==> src/rtl/regfile_pkg.sv <==
// Shared types and defaults for the zeroable register file.
// Holds the clear-FSM state encoding and the default bus geometry.
package regfile_pkg;

    localparam int DEF_DATA_W = 32;
    localparam int DEF_ADDR_W = 5;

    typedef enum logic {
        IDLE  = 1'b0,
        CLEAR = 1'b1
    } clr_state_t;

    // Register 0 is skipped by the sweep when it is hardwired to zero.
    function automatic int first_clear_addr(input int hardwire_zero);
        return (hardwire_zero != 0) ? 1 : 0;
    endfunction

endpackage

==> src/rtl/regfile_clear_fsm.sv <==
// Clear sequencer: walks the file one register per cycle while busy is high.
// busy rises the edge after clr_req is seen in IDLE and falls after the last address.
module regfile_clear_fsm
    import regfile_pkg::*;
#(
    parameter int ADDR_W        = DEF_ADDR_W,
    parameter int HARDWIRE_ZERO = 1
) (
    input  logic              clk,
    input  logic              rst_n,
    input  logic              clr_req,
    output logic              busy,
    output logic [ADDR_W-1:0] clr_addr,
    output logic              clr_we
);

    localparam logic [ADDR_W-1:0] FIRST = ADDR_W'(first_clear_addr(HARDWIRE_ZERO));
    localparam logic [ADDR_W-1:0] LAST  = '1;

    clr_state_t        state_q;
    clr_state_t        state_d;
    logic [ADDR_W-1:0] cnt_q;
    logic [ADDR_W-1:0] cnt_d;

    always_ff @(posedge clk) begin
        if (!rst_n) begin
            state_q <= IDLE;
            cnt_q   <= '0;
        end else begin
            state_q <= state_d;
            cnt_q   <= cnt_d;
        end
    end

    // The counter stops at LAST by compare and parks at zero, so it never wraps.
    always_comb begin
        state_d = state_q;
        cnt_d   = cnt_q;
        case (state_q)
            IDLE: begin
                if (clr_req) begin
                    state_d = CLEAR;
                    cnt_d   = FIRST;
                end
            end
            CLEAR: begin
                if (cnt_q == LAST) begin
                    state_d = IDLE;
                    cnt_d   = '0;
                end else begin
                    cnt_d = cnt_q + ADDR_W'(1);
                end
            end
            default: begin
                state_d = IDLE;
                cnt_d   = '0;
            end
        endcase
    end

    assign busy     = (state_q == CLEAR);
    assign clr_we   = busy;
    assign clr_addr = cnt_q;

endmodule

==> src/rtl/zero_regfile.sv <==
// Two-read one-write register file with optional hardwired-zero register 0 and a bulk clear.
// Reads are registered (1 cycle) with write-first bypass; outputs read 0 while a clear runs.
module zero_regfile
    import regfile_pkg::*;
#(
    parameter int DATA_W        = DEF_DATA_W,
    parameter int ADDR_W        = DEF_ADDR_W,
    parameter int HARDWIRE_ZERO = 1
) (
    input  logic              clk,
    input  logic              rst_n,
    input  logic              wr_en,
    input  logic [ADDR_W-1:0] wr_addr,
    input  logic [DATA_W-1:0] wr_data,
    input  logic [ADDR_W-1:0] rd_addr_a,
    input  logic [ADDR_W-1:0] rd_addr_b,
    input  logic              clr_req,
    output logic [DATA_W-1:0] dout_a,
    output logic [DATA_W-1:0] dout_b,
    output logic              busy
);

    localparam int DEPTH = 2 ** ADDR_W;
    localparam bit HZ    = (HARDWIRE_ZERO != 0);

    logic [DATA_W-1:0] mem [DEPTH];
    logic [ADDR_W-1:0] clr_addr;
    logic              clr_we;
    logic              wr_commit;
    logic              blank;
    logic [DATA_W-1:0] rd_a_nxt;
    logic [DATA_W-1:0] rd_b_nxt;

    regfile_clear_fsm #(
        .ADDR_W        (ADDR_W),
        .HARDWIRE_ZERO (HARDWIRE_ZERO)
    ) u_clear_fsm (
        .clk      (clk),
        .rst_n    (rst_n),
        .clr_req  (clr_req),
        .busy     (busy),
        .clr_addr (clr_addr),
        .clr_we   (clr_we)
    );

    // A clear request (even one arriving with a write) wins; busy drops writes outright.
    assign wr_commit = wr_en && !busy && !clr_req && !(HZ && (wr_addr == '0));
    assign blank     = busy || clr_req;

    always_comb begin
        rd_a_nxt = mem[rd_addr_a];
        if (HZ && (rd_addr_a == '0)) begin
            rd_a_nxt = '0;
        end
        if (wr_commit && (wr_addr == rd_addr_a)) begin
            rd_a_nxt = wr_data;
        end
        if (blank) begin
            rd_a_nxt = '0;
        end
    end

    always_comb begin
        rd_b_nxt = mem[rd_addr_b];
        if (HZ && (rd_addr_b == '0)) begin
            rd_b_nxt = '0;
        end
        if (wr_commit && (wr_addr == rd_addr_b)) begin
            rd_b_nxt = wr_data;
        end
        if (blank) begin
            rd_b_nxt = '0;
        end
    end

    always_ff @(posedge clk) begin
        if (!rst_n) begin
            for (int i = 0; i < DEPTH; i++) begin
                mem[i] <= '0;
            end
            dout_a <= '0;
            dout_b <= '0;
        end else begin
            if (clr_we) begin
                mem[clr_addr] <= '0;
            end else if (wr_commit) begin
                mem[wr_addr] <= wr_data;
            end
            dout_a <= rd_a_nxt;
            dout_b <= rd_b_nxt;
        end
    end

endmodule

==> config.mk <==
export PLATFORM = sky130hd
export DESIGN_NAME = zero_regfile
export DESIGN_NICKNAME = d
export VERILOG_FILES = /design/src/rtl/regfile_pkg.sv /design/src/rtl/regfile_clear_fsm.sv /design/src/rtl/zero_regfile.sv
export SDC_FILE = /design/constraint.sdc
export NUM_CORES = 2
export LEC_CHECK = 0
export CAP_MARGIN = 20
export CORE_UTILIZATION = 35
export DETAILED_ROUTE_END_ITERATION = 8
export PLACE_DENSITY = 0.61
export SLEW_MARGIN = 20
export SYNTH_ARGS = -nofsm -noshare
export SYNTH_HDL_FRONTEND = slang
export SYNTH_HIERARCHICAL = 1
export SYNTH_SLANG_ARGS = --single-unit
==> constraint.sdc <==
create_clock -name clk -period 16.35 [get_ports clk]
set_input_delay 3.27 -clock clk [delete_from_list [all_inputs] [get_ports clk]]
set_output_delay 3.27 -clock clk [all_outputs]
set_load 0.02 [all_outputs]
==> flow_summary.ini <==
[logic_synthesis]
synth.largest_area_cell = edfxtp_1
synth_common_cells = edfxtp_1 (1024), nor2_1 (731), mux4_2 (561)
netlist_area_mm2 = 0.0549
synth.area.top_cells = edfxtp_1 (56%), mux4_2 (23%), nor2_1 (5.0%), nor3_1 (2.7%), dfxtp_1 (2.6%)
syn_inst = 3785
ys.flop_type = edfxtp_1
ys.warnings.count = 6
async_flop_share = 0
yosysMostFrequentCell = edfxtp_1
syn_area_per_cell_um2 = 14.5
yosysSeqAreaShare = 0.586
synth_edf_count = 1024
synth_top_area_share = 0.560
ys_ff_latch = 1094
synth_cell_type_count = 54

[placement]
io_buffers = 115
dp_cells = 5689
place_congestion = 0.876
hpwl_um = 124000
place_ws_ns = 7.84

[floorplan]
pin_count = 116
die_h_um = 398
die_x_um = 398
die-area_mm2 = 0.158
core_mm2 = 0.155
start_util = 0.355
core.rowCount = 144

[timing]
maxSlewHeadroom = 0.200
rsz0062_at_grt = no
skew_ns = 0.0370
setup_slack_ns = 8.49
fmax_mhz = 127
hold_violations = 0
setup_violations = 0
post-route-period-util = 0.481
tightest_slew_ns = 1.19
layout_min_cycle_time_ns = 7.86
slew_violations = 0
fin_tns_setup_ns = 0

[global_routing]
grt_pass1_vias = 37456
grt_max_degree = 123
grt_pass1_wl_um = 285000
grt_use_total = 0.256
antenna_found_initial = 3
gr-total-overflow = 0

[clocking]
root_buffer = clkbuf_16
cts.sinks = 1094
numCtsBuffers = 110
cts_setup_buffers = 0
clkLatencyLatePin_ns = 0.77
cts_buffer_depth = 3
holdBufCountCts = 0
ctsResizeCount = 0
htree_levels = 3
path_clk_slew_ns = 0.07
cts_tree = yes

[final_layout]
layout-drive-gt1-share = 0.240
nNetsFinal = 3811
area_delta_synth_final_pct = 13.6
instances_no_fill = 5905
finalCoreUtilization = 0.403

[route]
avgViaCountPerCell = 6.46
ant_nets = 0
via_count = 38140
drc = 0
firstDrtPassIters = 6
wirelength_um = 205000
drt_iter0_drc = 6157
wire_per_inst_um = 34.7

[run]
max_cap_violations = 0

[setup_path]
critPathMaxStageDelay_ns = 0.77
worstPathMaxFanout = 44
crit_required_ns = 16.80
path_class = in -> reg
crit_top_cell = buf_4
crit_chain = clkdlybuf4s50_1 > or3b_1 > a211o_1 > a31oi_4 > buf_4 > buf_4 > or3b_2 > buf_4 > nand2_2 > buf_4
worst_path_max_delay_cell = buf_4
cp_data_arrival_time_ns = 8.31
cp-start-kind = input pin
endpoint_kind = register

[pwr]
ir_drop_uv = 88.5
power_density_mw_per_mm2 = 106
p_total_mw = 6.62
power.leakage_nw = 19.6

[status]
status = finished clean

[worst_hold_path]
hp-class = reg -> reg
[cell usage in the layout, fill, tap and decap left out, drive strengths merged, types with 6 or more instances in the layout]
cell	instances
nor2	731
nand4	19
nor4	17
bufinv	17
nand2b	10
a211o	33
conb	32
clkbuf	135
clkdlybuf4s50	105
nand3	39
a22oi	17
buf	115
a211oi	67
mux4	561
dfxtp	70
mux2i	39
nand2	219
or3b	8
o22ai	56
nand3b	7
a22o	14
o21ai	43
inv	17
diode	6
xnor2	9
nor3	294
edfxtp	1024
nor2b	70
clkinv	42
[per-layer routing]
| layer | global-route usage | wire [µm] |
|---|---|---|
| met1 | 0.341 | 73600 |
| met4 | 0.110 | 9370 |
| met5 | 0 | 0 |
| met3 | 0.0618 | 27800 |
| met2 | 0.398 | 94000 |
[final timing paths]
path,start,to,slack [ns],cells after the start
worst max-delay path,clr_req,mem[16][27],8.49,10
worst max register to register,u_clear_fsm/busy,mem[16][27],10.95,9
worst min register to register,u_clear_fsm/clr_addr[0],u_clear_fsm/clr_addr[0],0.69,1
worst min-delay path,u_clear_fsm/clr_addr[0],u_clear_fsm/clr_addr[0],0.69,1
[where the power goes]
group | internal (mW) | total (mW) | switching [mW]
registers | 3.16 | 3.22 | 0.0583
logic | 0.269 | 0.672 | 0.403
clock network | 1.54 | 2.73 | 1.19
[metrics by stage]
stage                     instance area (µm²)  hold WS [ns]
after global placement                  58500         0.639
after CTS                               62300         0.663
after floorplan                         55000         0.508
final                                   62300         0.685
after global routing                    62300         0.703
after detailed placement                58500         0.656
[worst max-delay path, delay by kind of cell]
family                 cells  cell delay (ns)
AOI/OAI and AO/OA          2             0.91
buffers and inverters      5             2.67
and+or+nand+nor            3             1.37
[final cells by class]
type                       count  area (µm²)
fill                       14116       92400
sequential                  1094       32200
multi-input combinational   2325       21800
clock buffer                 135        2900
tap                         2044        2560
timing repair buffer         220        1980
clock inverter                75         935
inverter                       6        22.5
antenna                        6        15.0
[sequential cells by signal, indices dropped and copies added, names as in the netlist]
| signal | cells |
|---|---|
| dout_a | 32 |
| mem | 1024 |
| dout_b | 32 |
| u_clear_fsm/busy | 1 |
| u_clear_fsm/clr_addr | 5 |
[logic make-up after synthesis]
group / share of synthesized area
simple gates: 0.113
flops: 0.586
mux: 0.238
buf+inv: 0.0289
compound gates: 0.0321
xor+xnor: 0.00144
fa+ha+maj: 0.000684
other cells: 0.0000683
No activity file was read; power rests on OpenSTA's default activity.
